`config.mk`:
```
export PLATFORM = sky130hd
export DESIGN_NAME = display_scan_ctrl_flat
export DESIGN_NICKNAME = d
export VERILOG_FILES = /design/src/rtl/disp_pkg.sv /design/src/rtl/display_scan_ctrl_if.sv /design/src/rtl/scan_timer.sv /design/src/rtl/display_scan_ctrl.sv /design/src/flat_wrapper.sv
export SDC_FILE = /design/constraint.sdc
export NUM_CORES = 1
export LEC_CHECK = 0
export CAP_MARGIN = 10
export CORE_UTILIZATION = 58
export CTS_BUF_LIST = sky130_fd_sc_hd__clkbuf_4 sky130_fd_sc_hd__clkbuf_8
export DETAILED_ROUTE_END_ITERATION = 8
export HOLD_SLACK_MARGIN = 0.03
export PLACE_DENSITY = 0.83
export REMOVE_ABC_BUFFERS = 1
export SYNTH_ARGS = -nofsm -noshare
export SYNTH_HDL_FRONTEND = slang
export SYNTH_SLANG_ARGS = --single-unit
```
`constraint.sdc`:
```
create_clock -name clk -period 6.1 [get_ports clk]
set_input_delay 1.22 -clock clk [delete_from_list [all_inputs] [get_ports clk]]
set_output_delay 1.22 -clock clk [all_outputs]
set_load 0.01 [all_outputs]
```
`src/rtl/disp_pkg.sv`:
```
`default_nettype none
// ============================================================================
//  Module  : disp_pkg
//  Purpose : Shared definitions for the display scan path: BCD digit width,
//            segment-off pattern, all-anodes-off helper and scan FSM states.
//  Ports   : none (package)
//  Rev     : 1.0  initial release
// ============================================================================
package disp_pkg;

  localparam int BCD_W      = 4;
  localparam int MAX_DIGITS = 32;

  // Segment pattern that leaves every (active-low) segment dark.
  localparam logic [6:0] SEG_OFF = 7'b1111111;

  // Active-low anode word with every anode disabled; callers keep the low
  // NUM_DIGITS bits.
  function automatic logic [MAX_DIGITS-1:0] an_off();
    return {MAX_DIGITS{1'b1}};
  endfunction

  typedef enum logic [1:0] {
    IDLE  = 2'd0,
    BLANK = 2'd1,
    ON    = 2'd2
  } scan_state_t;

endpackage : disp_pkg
`default_nettype wire

```
`src/rtl/display_scan_ctrl_if.sv`:
```
`default_nettype none
// ============================================================================
//  Module  : display_scan_ctrl_if
//  Purpose : Bundles the digit data/control inputs and the display pin
//            outputs of the scan controller.
//  Signals : enable, digits_bcd[4*N], dp_mask[N], blank_mask[N], brightness[4]
//            (source -> controller); hex_digit[4], dp_n, an_n[N], frame_start
//            (controller -> board / decoder).
//  Modports: master = digit source side, slave = scan controller.
//  Rev     : 1.0  initial release
// ============================================================================
interface display_scan_ctrl_if #(
  parameter int NUM_DIGITS = 8
);
  logic                    enable;
  logic [4*NUM_DIGITS-1:0] digits_bcd;
  logic [NUM_DIGITS-1:0]   dp_mask;
  logic [NUM_DIGITS-1:0]   blank_mask;
  logic [3:0]              brightness;
  logic [3:0]              hex_digit;
  logic                    dp_n;
  logic [NUM_DIGITS-1:0]   an_n;
  logic                    frame_start;

  modport master (
    output enable, digits_bcd, dp_mask, blank_mask, brightness,
    input  hex_digit, dp_n, an_n, frame_start
  );

  modport slave (
    input  enable, digits_bcd, dp_mask, blank_mask, brightness,
    output hex_digit, dp_n, an_n, frame_start
  );

endinterface : display_scan_ctrl_if
`default_nettype wire

```
`src/rtl/scan_timer.sv`:
```
`default_nettype none
// ============================================================================
//  Module  : scan_timer
//  Purpose : Slot cycle counter and digit index counter for the display scan,
//            plus frame_start generation. Next-state values are exported so the
//            parent can register its outputs aligned with the counters.
//  Ports   : clk, rst_n         clock, async active-low reset
//            run                 1 = scanning, 0 = counters forced to 0
//            restart             1 = first active cycle after idle
//            slot_cnt            current cycle k within the slot
//            cnt_nxt, idx_nxt    counter values for the next cycle
//            slot_load           next cycle is cycle 0 of a slot
//            frame_load          next cycle is cycle 0 of slot 0
//            frame_start         registered 1-cycle pulse in cycle 0 of slot 0
//  Rev     : 1.0  initial release
// ============================================================================
module scan_timer #(
  parameter int SCAN_DIV   = 50000,
  parameter int NUM_DIGITS = 8,
  localparam int CNT_W     = $clog2(SCAN_DIV),
  localparam int IDX_W     = $clog2(NUM_DIGITS)
) (
  input  wire logic             clk,
  input  wire logic             rst_n,
  input  wire logic             run,
  input  wire logic             restart,
  output logic [CNT_W-1:0]      slot_cnt,
  output logic [CNT_W-1:0]      cnt_nxt,
  output logic [IDX_W-1:0]      idx_nxt,
  output logic                  slot_load,
  output logic                  frame_load,
  output logic                  frame_start
);

  localparam logic [CNT_W-1:0] CNT_LAST = CNT_W'(SCAN_DIV - 1);
  localparam logic [IDX_W-1:0] IDX_LAST = IDX_W'(NUM_DIGITS - 1);

  logic [IDX_W-1:0] dig_idx;

  always_comb begin
    cnt_nxt    = slot_cnt + CNT_W'(1);
    idx_nxt    = dig_idx;
    slot_load  = 1'b0;
    frame_load = 1'b0;
    if (!run) begin
      cnt_nxt = '0;
      idx_nxt = '0;
    end else if (restart) begin
      // Leaving idle: counters already sit at 0, so the next cycle is
      // cycle 0 of slot 0 of a fresh frame.
      cnt_nxt    = '0;
      idx_nxt    = '0;
      slot_load  = 1'b1;
      frame_load = 1'b1;
    end else if (slot_cnt == CNT_LAST) begin
      cnt_nxt    = '0;
      idx_nxt    = (dig_idx == IDX_LAST) ? '0 : dig_idx + IDX_W'(1);
      slot_load  = 1'b1;
      frame_load = (dig_idx == IDX_LAST);
    end
  end

  always_ff @(posedge clk or negedge rst_n) begin
    if (!rst_n) begin
      slot_cnt    <= '0;
      dig_idx     <= '0;
      frame_start <= 1'b0;
    end else begin
      slot_cnt    <= cnt_nxt;
      dig_idx     <= idx_nxt;
      frame_start <= frame_load;
    end
  end

endmodule : scan_timer
`default_nettype wire

```
`src/rtl/display_scan_ctrl.sv`:
```
`default_nettype none
// ============================================================================
//  Module  : display_scan_ctrl
//  Purpose : Time-multiplexed scan controller for a multi-digit 7-segment
//            display. Selects one BCD digit per slot for the shared decoder,
//            drives that digit's active-low anode, and adds dead time,
//            16-level brightness PWM, per-digit blanking and decimal points.
//  Ports   : clk        system clock
//            rst_n      asynchronous active-low reset
//            bus        display_scan_ctrl_if.slave:
//                         in  enable, digits_bcd, dp_mask, blank_mask,
//                             brightness
//                         out hex_digit, dp_n, an_n, frame_start
//  Rev     : 1.0  initial release
// ============================================================================
module display_scan_ctrl
  import disp_pkg::*;
#(
  parameter int NUM_DIGITS = 8,
  parameter int SCAN_DIV   = 50000,
  parameter int BLANK_CYC  = 500
) (
  input  wire logic          clk,
  input  wire logic          rst_n,
  display_scan_ctrl_if.slave bus
);

  localparam int ON_STEP = (SCAN_DIV - BLANK_CYC) / 16;
  localparam int CNT_W   = $clog2(SCAN_DIV);
  localparam int IDX_W   = $clog2(NUM_DIGITS);
  // One extra bit lets the lit-cycle offset and the lit length (up to
  // 16*ON_STEP < SCAN_DIV) share a width without overflow.
  localparam int LIT_W   = CNT_W + 1;

  localparam logic [MAX_DIGITS-1:0] AN_OFF_WIDE = an_off();
  localparam logic [NUM_DIGITS-1:0] AN_OFF      = AN_OFF_WIDE[NUM_DIGITS-1:0];

  // --------------------------------------------------------------------------
  // Timer
  // --------------------------------------------------------------------------
  scan_state_t         state;
  scan_state_t         state_nxt;
  logic [CNT_W-1:0]    slot_cnt;
  logic [CNT_W-1:0]    cnt_nxt;
  logic [IDX_W-1:0]    idx_nxt;
  logic                slot_load;
  logic                frame_load;
  logic                frame_start;

  scan_timer #(
    .SCAN_DIV   (SCAN_DIV),
    .NUM_DIGITS (NUM_DIGITS)
  ) u_scan_timer (
    .clk         (clk),
    .rst_n       (rst_n),
    .run         (bus.enable),
    .restart     (state == IDLE),
    .slot_cnt    (slot_cnt),
    .cnt_nxt     (cnt_nxt),
    .idx_nxt     (idx_nxt),
    .slot_load   (slot_load),
    .frame_load  (frame_load),
    .frame_start (frame_start)
  );

  // --------------------------------------------------------------------------
  // FSM: state tracks the phase of the slot cycle held in slot_cnt
  // --------------------------------------------------------------------------
  always_ff @(posedge clk or negedge rst_n) begin
    if (!rst_n) begin
      state <= IDLE;
    end else begin
      state <= state_nxt;
    end
  end

  always_comb begin
    state_nxt = state;
    case (state)
      IDLE:    if (bus.enable) state_nxt = BLANK;
      BLANK:   if (slot_cnt == CNT_W'(BLANK_CYC - 1)) state_nxt = ON;
      ON:      if (slot_cnt == CNT_W'(SCAN_DIV - 1)) state_nxt = BLANK;
      default: state_nxt = IDLE;
    endcase
    if (!bus.enable) begin
      state_nxt = IDLE;
    end
  end

  // --------------------------------------------------------------------------
  // Per-frame snapshot, taken on the edge that starts slot 0
  // --------------------------------------------------------------------------
  logic [BCD_W*NUM_DIGITS-1:0] digits_snap;
  logic [NUM_DIGITS-1:0]       dp_snap;
  logic [NUM_DIGITS-1:0]       blank_snap;
  logic [3:0]                  bright_snap;

  always_ff @(posedge clk or negedge rst_n) begin
    if (!rst_n) begin
      digits_snap <= '0;
      dp_snap     <= '0;
      blank_snap  <= '0;
      bright_snap <= '0;
    end else if (frame_load) begin
      digits_snap <= bus.digits_bcd;
      dp_snap     <= bus.dp_mask;
      blank_snap  <= bus.blank_mask;
      bright_snap <= bus.brightness;
    end
  end

  // --------------------------------------------------------------------------
  // Output next-values, computed against the next counter values so the
  // registered outputs line up with slot cycle k.
  // --------------------------------------------------------------------------
  logic [LIT_W-1:0]            lit_len;
  logic [LIT_W-1:0]            lit_ofs;
  logic                        lit_window;
  logic [BCD_W*NUM_DIGITS-1:0] digit_src;
  logic [NUM_DIGITS-1:0]       an_nxt;
  logic                        dp_nxt;
  logic [3:0]                  hex_nxt;
  logic [3:0]                  hex_digit_q;
  logic [NUM_DIGITS-1:0]       an_n_q;
  logic                        dp_n_q;

  always_comb begin
    lit_len    = LIT_W'(ON_STEP) * (LIT_W'(bright_snap) + LIT_W'(1));
    // Only meaningful in ON, where cnt_nxt >= BLANK_CYC.
    lit_ofs    = {1'b0, cnt_nxt} - LIT_W'(BLANK_CYC);
    lit_window = (state_nxt == ON) && (lit_ofs < lit_len);
    // On the frame edge the snapshot is being loaded this same cycle, so the
    // first digit comes straight from the live inputs.
    digit_src  = frame_load ? bus.digits_bcd : digits_snap;
    an_nxt     = AN_OFF;
    dp_nxt     = 1'b1;
    hex_nxt    = hex_digit_q;
    for (int i = 0; i < NUM_DIGITS; i++) begin
      if (idx_nxt == IDX_W'(i)) begin
        hex_nxt = digit_src[i*BCD_W +: BCD_W];
        if (lit_window && !blank_snap[i]) begin
          an_nxt[i] = 1'b0;
          dp_nxt    = ~dp_snap[i];
        end
      end
    end
  end

  always_ff @(posedge clk or negedge rst_n) begin
    if (!rst_n) begin
      hex_digit_q <= 4'hF;
      an_n_q      <= AN_OFF;
      dp_n_q      <= 1'b1;
    end else begin
      an_n_q <= an_nxt;
      dp_n_q <= dp_nxt;
      // Digit changes only on slot cycle 0, inside the dead time.
      if (slot_load) begin
        hex_digit_q <= hex_nxt;
      end
    end
  end

  assign bus.hex_digit   = hex_digit_q;
  assign bus.an_n        = an_n_q;
  assign bus.dp_n        = dp_n_q;
  assign bus.frame_start = frame_start;

endmodule : display_scan_ctrl
`default_nettype wire

```
`src/flat_wrapper.sv`:
```
// flat-port wrapper written by rule: the top's interface ports become plain ports
module display_scan_ctrl_flat import disp_pkg::*;
#(
  parameter int NUM_DIGITS = 8,
  parameter int SCAN_DIV   = 50000,
  parameter int BLANK_CYC  = 500
)
  (clk, rst_n, bus_enable, bus_digits_bcd, bus_dp_mask, bus_blank_mask, bus_brightness, bus_hex_digit, bus_dp_n, bus_an_n, bus_frame_start);
  display_scan_ctrl_if #(.NUM_DIGITS(NUM_DIGITS)) bus_i ();
  input  wire logic clk;
  input  wire logic rst_n;
  input wire logic [$bits(bus_i.enable)-1:0] bus_enable;
  input wire logic [$bits(bus_i.digits_bcd)-1:0] bus_digits_bcd;
  input wire logic [$bits(bus_i.dp_mask)-1:0] bus_dp_mask;
  input wire logic [$bits(bus_i.blank_mask)-1:0] bus_blank_mask;
  input wire logic [$bits(bus_i.brightness)-1:0] bus_brightness;
  output wire logic [$bits(bus_i.hex_digit)-1:0] bus_hex_digit;
  output wire logic [$bits(bus_i.dp_n)-1:0] bus_dp_n;
  output wire logic [$bits(bus_i.an_n)-1:0] bus_an_n;
  output wire logic [$bits(bus_i.frame_start)-1:0] bus_frame_start;
  assign bus_i.enable = bus_enable;
  assign bus_i.digits_bcd = bus_digits_bcd;
  assign bus_i.dp_mask = bus_dp_mask;
  assign bus_i.blank_mask = bus_blank_mask;
  assign bus_i.brightness = bus_brightness;
  assign bus_hex_digit = bus_i.hex_digit;
  assign bus_dp_n = bus_i.dp_n;
  assign bus_an_n = bus_i.an_n;
  assign bus_frame_start = bus_i.frame_start;
  display_scan_ctrl #(.NUM_DIGITS(NUM_DIGITS), .SCAN_DIV(SCAN_DIV), .BLANK_CYC(BLANK_CYC)) u_core (.clk(clk), .rst_n(rst_n), .bus(bus_i));
endmodule
```
==> results of run 1 <==
per-stage QoR:
| step | hold slack, ns | cells |
|---|---|---|
| 3_3_place_gp | 0.462 | 680 |
| 4_1_cts | 0.503 | 696 |
| 3_5_place_dp | 0.476 | 680 |
| 2_1_floorplan | 0.446 | 498 |
| 5_1_grt | 0.520 | 696 |
| 6_report | 0.504 | 696 |
cells in the mapped netlist (13+ instances only):
| library cell | instances | area share [%] |
|---|---|---|
| a21oi_1 | 23 | 2.2 |
| dfrtp_1 | 74 | 35 |
| dfstp_2 | 13 | 6.4 |
| ha_1 | 37 | 8.7 |
| inv_1 | 31 | 2.2 |
| mux2_2 | 36 | 7.6 |
| mux2i_1 | 21 | 3.9 |
| nand2_1 | 30 | 2.1 |
| nand2b_1 | 13 | 1.5 |
| nand3_1 | 14 | 1.3 |
| nor2_1 | 34 | 2.4 |
| o21ai_0 | 17 | 1.6 |
| xnor2_1 | 18 | 3.0 |
| xor2_1 | 18 | 3.0 |
cell type report:
| cell class | count | area [µm²] | share of cell area, % |
|---|---|---|---|
| multi-input combinational | 380 | 2900 | 46.2 |
| sequential | 87 | 2190 | 35.0 |
| timing repair buffer | 74 | 723 | 11.5 |
| tap | 108 | 135 | 2.15 |
| clock buffer | 9 | 124 | 1.97 |
| inverter | 31 | 116 | 1.85 |
| clock inverter | 7 | 83.8 | 1.34 |
kinds of logic (layout without fill, tap and decap cells):
| logic type | after synthesis | in the layout |
|---|---|---|
| simple gates | 160 | 160 |
| compound gates | 89 | 89 |
| flops | 87 | 87 |
| mux | 57 | 57 |
| buf+inv | 57 | 121 |
| fa+ha+maj | 38 | 38 |
| xor+xnor | 36 | 36 |
worst min path at each step:
stage                                from                     to
floorplan           u_core.digits_snap[2]  u_core.digits_snap[2]
global placement    u_core.digits_snap[0]  u_core.digits_snap[0]
detailed placement  u_core.digits_snap[4]  u_core.digits_snap[4]
CTS                 u_core.digits_snap[2]  u_core.digits_snap[2]
global route        u_core.digits_snap[2]  u_core.digits_snap[2]
finish               u_core.blank_snap[2]     u_core.bus.an_n[2]
layer usage:
| metal | global-route usage, % | vias to the layer above | part of all wire (%) |
|---|---|---|---|
| met4 | 10.8 | 0 | 3.0 |
| met1 | 36.9 | 1960 | 47 |
| met3 | 4.37 | 38 | 5.5 |
| met5 | 0 | - | 0 |
| met2 | 41.1 | 143 | 45 |
| li1 | - | 1981 | - |
registers in the layout (all words and copies together) (netlist names):
| name | cells |
|---|---|
| u_core.digits_snap | 32 |
| u_core.u_scan_timer.slot_cnt | 16 |
| u_core.blank_snap | 8 |
| u_core.bus.an_n | 8 |
| u_core.dp_snap | 8 |
| u_core.bright_snap | 4 |
| u_core.bus.hex_digit | 4 |
| u_core.u_scan_timer.dig_idx | 3 |
| u_core.state | 2 |
| u_core.bus.dp_n | 1 |
| u_core.u_scan_timer.frame_start | 1 |
critical path: cells and delay by family:
| family | cells | cell delay [ns] |
|---|---|---|
| fa+ha+maj | 2 | 0.54 |
| buf+inv | 2 | 0.79 |
| xor+xnor | 1 | 0.15 |
| compound gates | 6 | 1.25 |
| simple gates | 7 | 1.59 |
power by group:
part	leakage [nW]	switching [W]	internal (W)	total, W
clock	0.103	0.000240	0.000198	0.000438
sequential	1.05	0.0000290	0.000635	0.000664
combinational	1.55	0.000193	0.000199	0.000392
total	2.70	0.000462	0.00103	0.00149
placed cells by master (no fill, tap or decap), types with 6 or more instances in the layout:
| cell | count |
|---|---|
| a21oi_1 | 23 |
| mux2_2 | 36 |
| nor2b_1 | 10 |
| a21o_1 | 7 |
| and4_1 | 6 |
| xor2_1 | 18 |
| nor3_1 | 12 |
| clkbuf_8 | 9 |
| clkdlybuf4s50_1 | 67 |
| xnor2_1 | 18 |
| nand2b_1 | 13 |
| dfstp_2 | 13 |
| nor2_1 | 34 |
| ha_1 | 37 |
| nand2_1 | 30 |
| o21ai_0 | 17 |
| mux2i_1 | 21 |
| dfrtp_1 | 74 |
| nand3_1 | 14 |
| buf_4 | 7 |
| inv_1 | 31 |
| nand4_1 | 11 |
==> reports/metrics.yaml, run 1 <==
sta:
  min_period_over_period_pct: 85.9
  rsz0062_at_grt: "false"
  setup_tns_ns: 0
  setup_violations: 0
  timing.slew.headroom_pct: 40.8
  period_minus_slack_ns: 5.24
  drv_slew: 0
  fin_ws_ns: 0.858
  hold_viol_final: 0
  skew_ns: 0.0109
  max_freq_mhz: 191
  worst_slew_pin_slew_ns: 0.879
power_and_ir_drop:
  power.leakage_nw: 2.70
  ir_drop_mv: 0.139
  p_per_area_nw_per_um2: 238
  p_total_w: 0.00149
floorplan:
  rows: 34
  start_util_pct: 60.5
  die_area_um2: 9580
  die_h_um: 97.9
  coreArea_um2: 8810
  die_w_um: 97.9
  pin_count: 69
setup_path:
  worstPathArrival_ns: 5.54
  critPathCapture: "u_core.bus.an_n[4]"
  critPathLaunchType: "input port"
  path_cells: "clkdlybuf4s50_1, o21a_1, nand2_1, or2_2, ha_1, a2111oi_0, buf_4, and4_1, nor2_1, xor2_1, ha_1, a21o_1, a21o_1, a21oi_1, o21a_1, nor2_1, nand4bb_1, or3_1"
  critPathCaptureType: "flop"
  worstRegToRegCells: 19
  worstReg2RegStart: "u_core.u_scan_timer.slot_cnt[0]"
  crit_slowest_cell: "clkdlybuf4s50_1"
  startpoint: "bus_enable"
  cp_slowest_stage_delay_ns: 0.59
  timing.rr.end: "u_core.bus.an_n[4]"
  path_max_fanout: 9
  rrSetupSlack_ns: 1.09
  required_ns: 6.40
  crit_type: "in2reg"
cells_and_area:
  n_antenna_cell: 0
  drive_gt1_share_pct: 13.9
  nets: 676
  area_growth_pct: 17.7
  finish.utilization_pct: 71.3
  num-fill-cells: 652
  final_area_um2: 6270
detailed_routing:
  wl_per_cell_um: 17.0
  drtAntennaViolNets: 0
  route.detailed.drc: 2
  dr_total_vias: 4122
  firstDrtPassIters: 7
  drt-total-wl_mm: 11.8
  vias_per_cell: 5.92
  drtIter0Drc: 310
status:
  outcome: "finished with violations"
  violations: "design-rule violations"
synth:
  ys_types: 60
  syn_area_per_cell_um2: 10.2
  synthArstFlopShare_pct: 100
  synth_top_family_by_area: "simple AND/OR/NAND/NOR gates"
  muxShareOfSynthArea_pct: 11.5
  ys_ff_latch: 87
  synth_xor_area_share_pct: 5.92
  synth_edf_count: 0
  netlist_area_um2: 5330
  synth-compound-area-share_pct: 11.1
  ys_warn_count: 0
  synth_seq_area_share_pct: 41.2
  synthAdderAreaFrac_pct: 9.06
  yosys.area_share.simple_pct: 16.6
  synth_cells: 524
  ys.flop_type: "dfrtp_1"
global_routing:
  grt_pass1_wl_mm: 20.1
  grt_max_degree: 45
  antenna_found_initial: 0
  grt_pass1_vias: 4143
  grt_overflow: 0
  track_usage_pct: 26.4
cts:
  cts_max_level: 3
  cts_root_buffer: "clkbuf_8"
  cts_setup_buffers: 0
  cts_sinks: 87
  post_cts_resized: 0
  clock_path_buffers: 2
  cts_hold_buf: 0
  cts_tree: "built"
  worstSkewPairLatency_ns: 0.37
  cts_made_buffers: 9
  clk_pin_slew_ns: 0.10
place:
  hpwl_mm: 8.70
  io_buffers: 68
  place_congestion: 0.892
  pre_cts_slack_ns: 0.574
  placed_area_um2: 6070
min_path:
  hold_path_class: "reg2reg"
  holdPathStages: 2
job:
  cap_viol_max_count: 0
Power figures use the tool's default switching activity.
==> inputs of run 2 (changes only) <==
HOLD_SLACK_MARGIN = 0.02   (was 0.03)
==> results of run 2 <==
The final DEF is identical to that of run 1; final timing and power are the same.
==> inputs of run 3 (changes only) <==
CORE_UTILIZATION = 52   (was 58)
PLACE_DENSITY = 0.79   (was 0.83)
clock period = 4.35 ns   (was 6.1 ns; I/O delays follow)
==> reports/metrics.yaml, run 3 (synthesis gave the netlist of run 1 again) <==
global_routing:
  antenna_found_initial: 0  # unchanged
  track_usage_pct: 24.7  # was 26.4%
  grt_pass1_vias: 4069  # was 4143
  grt_max_degree: 88  # was 45
  grt_pass1_wl_mm: 19.9  # was 20.1 mm
  grt_overflow: 0  # unchanged
cells_and_area:
  drive_gt1_share_pct: 18.2  # was 13.9%
  n_antenna_cell: 0  # unchanged
  stdcell_count: 744  # was 696
  nets: 699  # was 676
  final_area_um2: 6540  # was 6270 µm²
  num-fill-cells: 745  # was 652
  reg_top3: "u_core.digits_snap: 32 flops, u_core.u_scan_timer.slot_cnt: 16 flops"  # unchanged
  largest_reg_flops: 32  # unchanged
  final_common_cell: "dfrtp_1"  # unchanged
  largest-register: "u_core.digits_snap"  # unchanged
  final_cell_mix: "73 x dfrtp_1, 66 x clkdlybuf4s50_1, 36 x mux2_2, 36 x ha_1, 34 x nor2_1"  # was 74 x dfrtp_1, 67 x clkdlybuf4s50_1, 37 x ha_1, 36 x mux2_2, 34 x nor2_1
  area_growth_pct: 22.6  # was 17.7%
sta:
  max_freq_mhz: 243
  hold_viol_final: 0  # unchanged
  worst_slew_pin_slew_ns: 1.08  # was 0.879 ns
  drv_slew: 0  # unchanged
  timing.slew.headroom_pct: 28.2  # was 40.8%
  setup_violations: 0  # unchanged
  rsz0062_at_grt: "false"  # unchanged
  period_minus_slack_ns: 4.11
  skew_ns: 0.0175  # was 0.0109 ns
  fin_ws_ns: 0.241  # was 0.858 ns
  min_period_over_period_pct: 94.5
floorplan:
  die_h_um: 103  # was 97.9 µm
  rows: 36  # was 34
  die_w_um: 103  # was 97.9 µm
  pin_count: 69  # unchanged
  die_area_um2: 10700  # was 9580 µm²
  coreArea_um2: 9860  # was 8810 µm²
  start_util_pct: 54.0  # was 60.5%
setup_path:
  path_max_fanout: 8  # was 9
  critPathLaunchType: "flop"  # was input port
  critPathCaptureType: "flop"  # unchanged
  required_ns: 4.64  # was 6.40 ns
  crit_type: "reg2reg"  # was in2reg
  worstPathArrival_ns: 4.40  # was 5.54 ns
detailed_routing:
  route.detailed.drc: 0  # was 2
  drt-total-wl_mm: 12.7  # was 11.8 mm
  vias_per_cell: 5.69  # was 5.92
  drtIter0Drc: 174  # was 310
  wl_per_cell_um: 17.1  # was 17.0 µm
  dr_total_vias: 4232  # was 4122
  drtAntennaViolNets: 0  # unchanged
  firstDrtPassIters: 4  # was 7
cts:
  cts_root_buffer: "clkbuf_8"  # unchanged
  cts_max_level: 3  # unchanged
  cts_made_buffers: 9  # unchanged
  worstSkewPairLatency_ns: 0.37  # about the same
  clk_pin_slew_ns: 0.10  # about the same
  clock_path_buffers: 2  # unchanged
  cts_hold_buf: 0  # unchanged
  cts_tree: "built"  # unchanged
  cts_sinks: 87  # unchanged
place:
  dp.cells: 726  # was 680
  placed_area_um2: 6260  # was 6070 µm²
  pre_cts_slack_ns: -0.418  # was 0.574 ns
  hpwl_mm: 9.03  # was 8.70 mm
  io_buffers: 68  # unchanged
  place_congestion: 0.856  # was 0.892
power_and_ir_drop:
  ir_drop_mv: 0.207  # was 0.139 mV
  p_per_area_nw_per_um2: 319  # was 238 nW/µm²
  power.leakage_nw: 2.82  # was 2.70 nW
min_path:
  hold_path_class: "reg2reg"  # unchanged
status:
  outcome: "completed"  # was finished with violations
job:
  cap_viol_max_count: 0  # unchanged
## run 3: path summary, 6_finish.rpt
| check | cells after the start | start | slack, ns | to |
|---|---|---|---|---|
| setup reg to reg | 19 | u_core.bright_snap[0] | 0.24 | u_core.bus.an_n[4] |
| min in group asynchronous | 1 | rst_n | 0.66 | u_core.digits_snap[19] |
| setup / recovery | 19 | u_core.bright_snap[0] | 0.24 | u_core.bus.an_n[4] |
| max in group asynchronous | 1 | rst_n | 2.91 | u_core.bright_snap[0] |
| hold / removal | 2 | u_core.digits_snap[3] | 0.49 | u_core.digits_snap[3] |
| hold reg to reg | 2 | u_core.digits_snap[3] | 0.49 | u_core.digits_snap[3] |
## run 3: report_power, final
group	switching, W	internal [W]	leakage (nW)
Combinational	0.000284	0.000290	1.68
Clock	0.000352	0.000228	0.0985
Sequential	0.0000421	0.000891	1.05
Total	0.000677	0.00141	2.82
## run 3: per-stage QoR
step                hold WS [ns]  power [W]  utilization, %  TNS [ns]
floorplan                  0.446    0.00131               -     -1.87
global placement           0.462    0.00148            63.4     -3.36
detailed placement         0.464    0.00151            63.4     -3.28
CTS                        0.488    0.00209            65.7         0
global route               0.517    0.00221            66.2         0
finish                     0.486    0.00209            66.2         0
## run 3: worst max-delay path, cell delays in order, from the launching register on
cell and delay [ns]:
dfrtp_2 0.50, ha_1 0.28, xor2_1 0.17, nand2b_1 0.16, inv_1 0.07, fa_1 0.46
inv_1 0.09, ha_1 0.19, a21oi_1 0.08, nor2b_1 0.19, a21oi_1 0.10, or2_2 0.29
ha_1 0.19, a21o_1 0.17, a21o_1 0.16, a21oi_1 0.14, o21a_1 0.14, nor2_1 0.04
nand4bb_4 0.24, or3_1 0.36
## run 3: area by class of cell
type	count	area [µm²]	area share, %
clock inverters	7	75.1	1.15
flip-flops and latches	87	2190	33.6
clock buffers	9	124	1.90
repair buffers	97	902	13.8
well taps	133	166	2.55
inverters	31	116	1.78
multi-input cells	380	2960	45.2
## run 3: per-layer routing
| layer | share of wire, % | GRT usage, % | wire (µm) | vias up |
|---|---|---|---|---|
| met4 | 2.2 | 8.34 | 274 | 0 |
| li1 | - | - | - | 2022 |
| met2 | 48 | 38.6 | 6140 | 141 |
| met1 | 44 | 34.5 | 5610 | 2046 |
| met3 | 5.3 | 4.91 | 677 | 23 |
| met5 | 0 | 0 | 0 | - |
## run 3: repair_timing
action | 4_1_cts | 5_1_grt
gates resized for setup | 4 | 7
cloned | 0 | 0
buffers inserted | 0 | 2
endpoints found under the setup margin | 9 | 9
pin swaps | 0 | 1
==> RTL edit: new RTL, flow settings as in run 1 <==
`NUM_DIGITS` is set to 8 in 4 places; all go to 32.
--- a/src/rtl/display_scan_ctrl_if.sv
+++ b/src/rtl/display_scan_ctrl_if.sv
@@ -12,3 +12,3 @@
 interface display_scan_ctrl_if #(
-  parameter int NUM_DIGITS = 8
+  parameter int NUM_DIGITS = 32
 );
--- a/src/rtl/scan_timer.sv
+++ b/src/rtl/scan_timer.sv
@@ -18,3 +18,3 @@
   parameter int SCAN_DIV   = 50000,
-  parameter int NUM_DIGITS = 8,
+  parameter int NUM_DIGITS = 32,
   localparam int CNT_W     = $clog2(SCAN_DIV),
--- a/src/rtl/display_scan_ctrl.sv
+++ b/src/rtl/display_scan_ctrl.sv
@@ -18,3 +18,3 @@
 #(
-  parameter int NUM_DIGITS = 8,
+  parameter int NUM_DIGITS = 32,
   parameter int SCAN_DIV   = 50000,
--- a/src/flat_wrapper.sv
+++ b/src/flat_wrapper.sv
@@ -3,3 +3,3 @@
 #(
-  parameter int NUM_DIGITS = 8,
+  parameter int NUM_DIGITS = 32,
   parameter int SCAN_DIV   = 50000,
Interface: changed (resized bus_an_n, bus_blank_mask, bus_digits_bcd and bus_dp_mask); port bits go from 69 to 237. The function was not compared with the original's and may differ.
==> RTL edit against run 1 <==
First-iteration DRC count rose to 3.9 times the old value; final area rose to 2.9 times the old value; setup slack got worse by 0.52 ns; clock skew rose by 0.0069 ns; largest cell class unchanged; wire length rose to 3.6 times the old value; non-clock buffer count rose by 202; largest power group unchanged; total power rose to 3.0 times the old value; sequential cell count rose by 170; synthesized area rose to 2.7 times the old value.
==> RTL edit: results (changes against run 1) <==
GRT
  – GRT Util Overall: 33.1% (was 26.4%)
  – First-pass GRT wire length: 67200 um (was 20100 um)
  – Initial antenna violation count: 3 (was 0)
  – Pin count of the biggest net entering global routing: 146 (was 45)

Detailed routing
  – Routed vias: 13.2k (was 4122)
  – Wire length after detailed routing: 42400 um (was 11800 um)
  – Number of DRC markers in iteration 0: 1212 (was 310)
  – Vias per cell: 6.13 (was 5.92)
  – DR pass1 iterations: 5 (was 7)

Power and ir drop
  – Max VDD drop: 0.218 mV (was 0.139 mV)
  – Leakage: 7.90 nW (was 2.70 nW)

Cells and area
  – Final core utilization: 74.1% (was 71.3%)
  – Layout cells sized above 1: 13.1% (was 13.9%)
  – Max reg flops: 128 (was 32)
  – Nets: 2030 (was 676)
  – Number of fill cells in the layout: 1753 (was 652)

Critical path
  – Cells on worst reg2reg path: 20 (was 19)
  – CP peak stage delay: 0.62 ns (was 0.59 ns)
  – CP Max Fanout: 8 (was 9)
  – Crit path DAT: 6.23 ns (was 5.54 ns)
  – Reg-to-Reg Start: u_core.bright_snap[0]$_DFFE_PN0P_ (was u_core.u_scan_timer.slot_cnt[0]$_DFF_PN0_)

Placed design
  – RePlAce Congestion: 0.942 (was 0.892)
  – Port Buf Inserts: 236 (was 68)
  – Final HPWL DP: 30100 um (was 8700 um)
  – Dpl cells: 2069 (was 680)

Clocking
  – Clk_lat worst skew: 0.56 ns (was 0.37 ns)
  – Max clock buf depth: 3 (was 2)
  – H-tree Lvls: 2 (was 3)
  – Clock Pin Slew Worst Setup and Hold Paths: 0.07 ns (was 0.10 ns)
  – Cts bufs inserted: 43 (was 9)

Logic synthesis
  – Library cells used by synthesis: 82 (was 60)
  – Adder-cell share of the synthesized area: 3.27% (was 9.06%)
  – Post-synthesis sequential area ratio: 45.0% (was 41.2%)
  – Synth Area in Compound Gates: 15.1% (was 11.1%)
  – Synth top area cells: dfrtp_1, nand2_1, dfstp_2, mux2_2, mux2i_1 (was dfrtp_1, ha_1, mux2_2, dfstp_2, mux2i_1)
  – Synth Area per Inst: 9.16 sq um (was 10.2 sq um)
  – Synth cell count leaders: nand2_1, dfrtp_1, clkbuf_1 (was dfrtp_1, ha_1, mux2_2)
  – Mux cell area share after synthesis: 7.63% (was 11.5%)
  – XOR/XNOR Fraction of Synth Area: 2.37% (was 5.92%)

Run status
  – Status: finished clean (was finished with violations)

STA
  – Final clock skew: 0.0178 ns (was 0.0109 ns)
RTL edit: changes by cell type after synthesis, sizes merged, moves of 26 or more:
cell | before | now
dfrtp | 74 | 220
inv | 31 | 57
nand3 | 14 | 47
nand2 | 30 | 404
o21ai | 21 | 54
clkbuf | 11 | 60
o211ai | 4 | 34
RTL edit: report_power, final:
group          switching (mW)  leakage (nW)  internal, mW  total, mW
registers              0.0989          3.09          1.89       1.99
clock network           0.710         0.499         0.970       1.68
logic                   0.401          4.31         0.382      0.784
RTL edit: final cells by class:
| type | count | area share, % |
|---|---|---|
| Tap cell | 324 | 2.25 |
| Multi-Input combinational cell | 1159 | 40.2 |
| Timing Repair Buffer | 276 | 15.0 |
| Inverter | 57 | 1.23 |
| Clock inverter | 12 | 0.820 |
| Sequential cell | 257 | 36.0 |
| Antenna cell | 3 | 0.0417 |
| Clock buffer | 65 | 4.44 |
RTL edit: metal layers:
| metal | GRT usage [%] | wire [um] | up-vias |
|---|---|---|---|
| li1 | - | - | 6009 |
| met3 | 5.55 | 3600 | 114 |
| met1 | 45.2 | 17500 | 6345 |
| met5 | 0 | 0 | - |
| met4 | 14.0 | 1610 | 0 |
| met2 | 52.3 | 19700 | 725 |
RTL edit: path summary, 6_finish.rpt:
path	end	slack, ns
max	u_core.bus.dp_n$_DFF_PN1_	0.34
min	u_core.digits_snap[115]$_DFF_PN0_	0.48
max reg2reg	u_core.bus.dp_n$_DFF_PN1_	0.48
min reg2reg	u_core.digits_snap[115]$_DFF_PN0_	0.48
max in group asynchronous	u_core.dp_snap[2]$_DFFE_PN0P_	4.14
min in group asynchronous	u_core.digits_snap[89]$_DFF_PN0_	0.70
RTL edit: tightest hold or removal path, delay by kind of cell, from the launching register on:
kind             cells  cell delay [ns]
DFF                  1             0.32
and+or+nand+nor      2             0.12
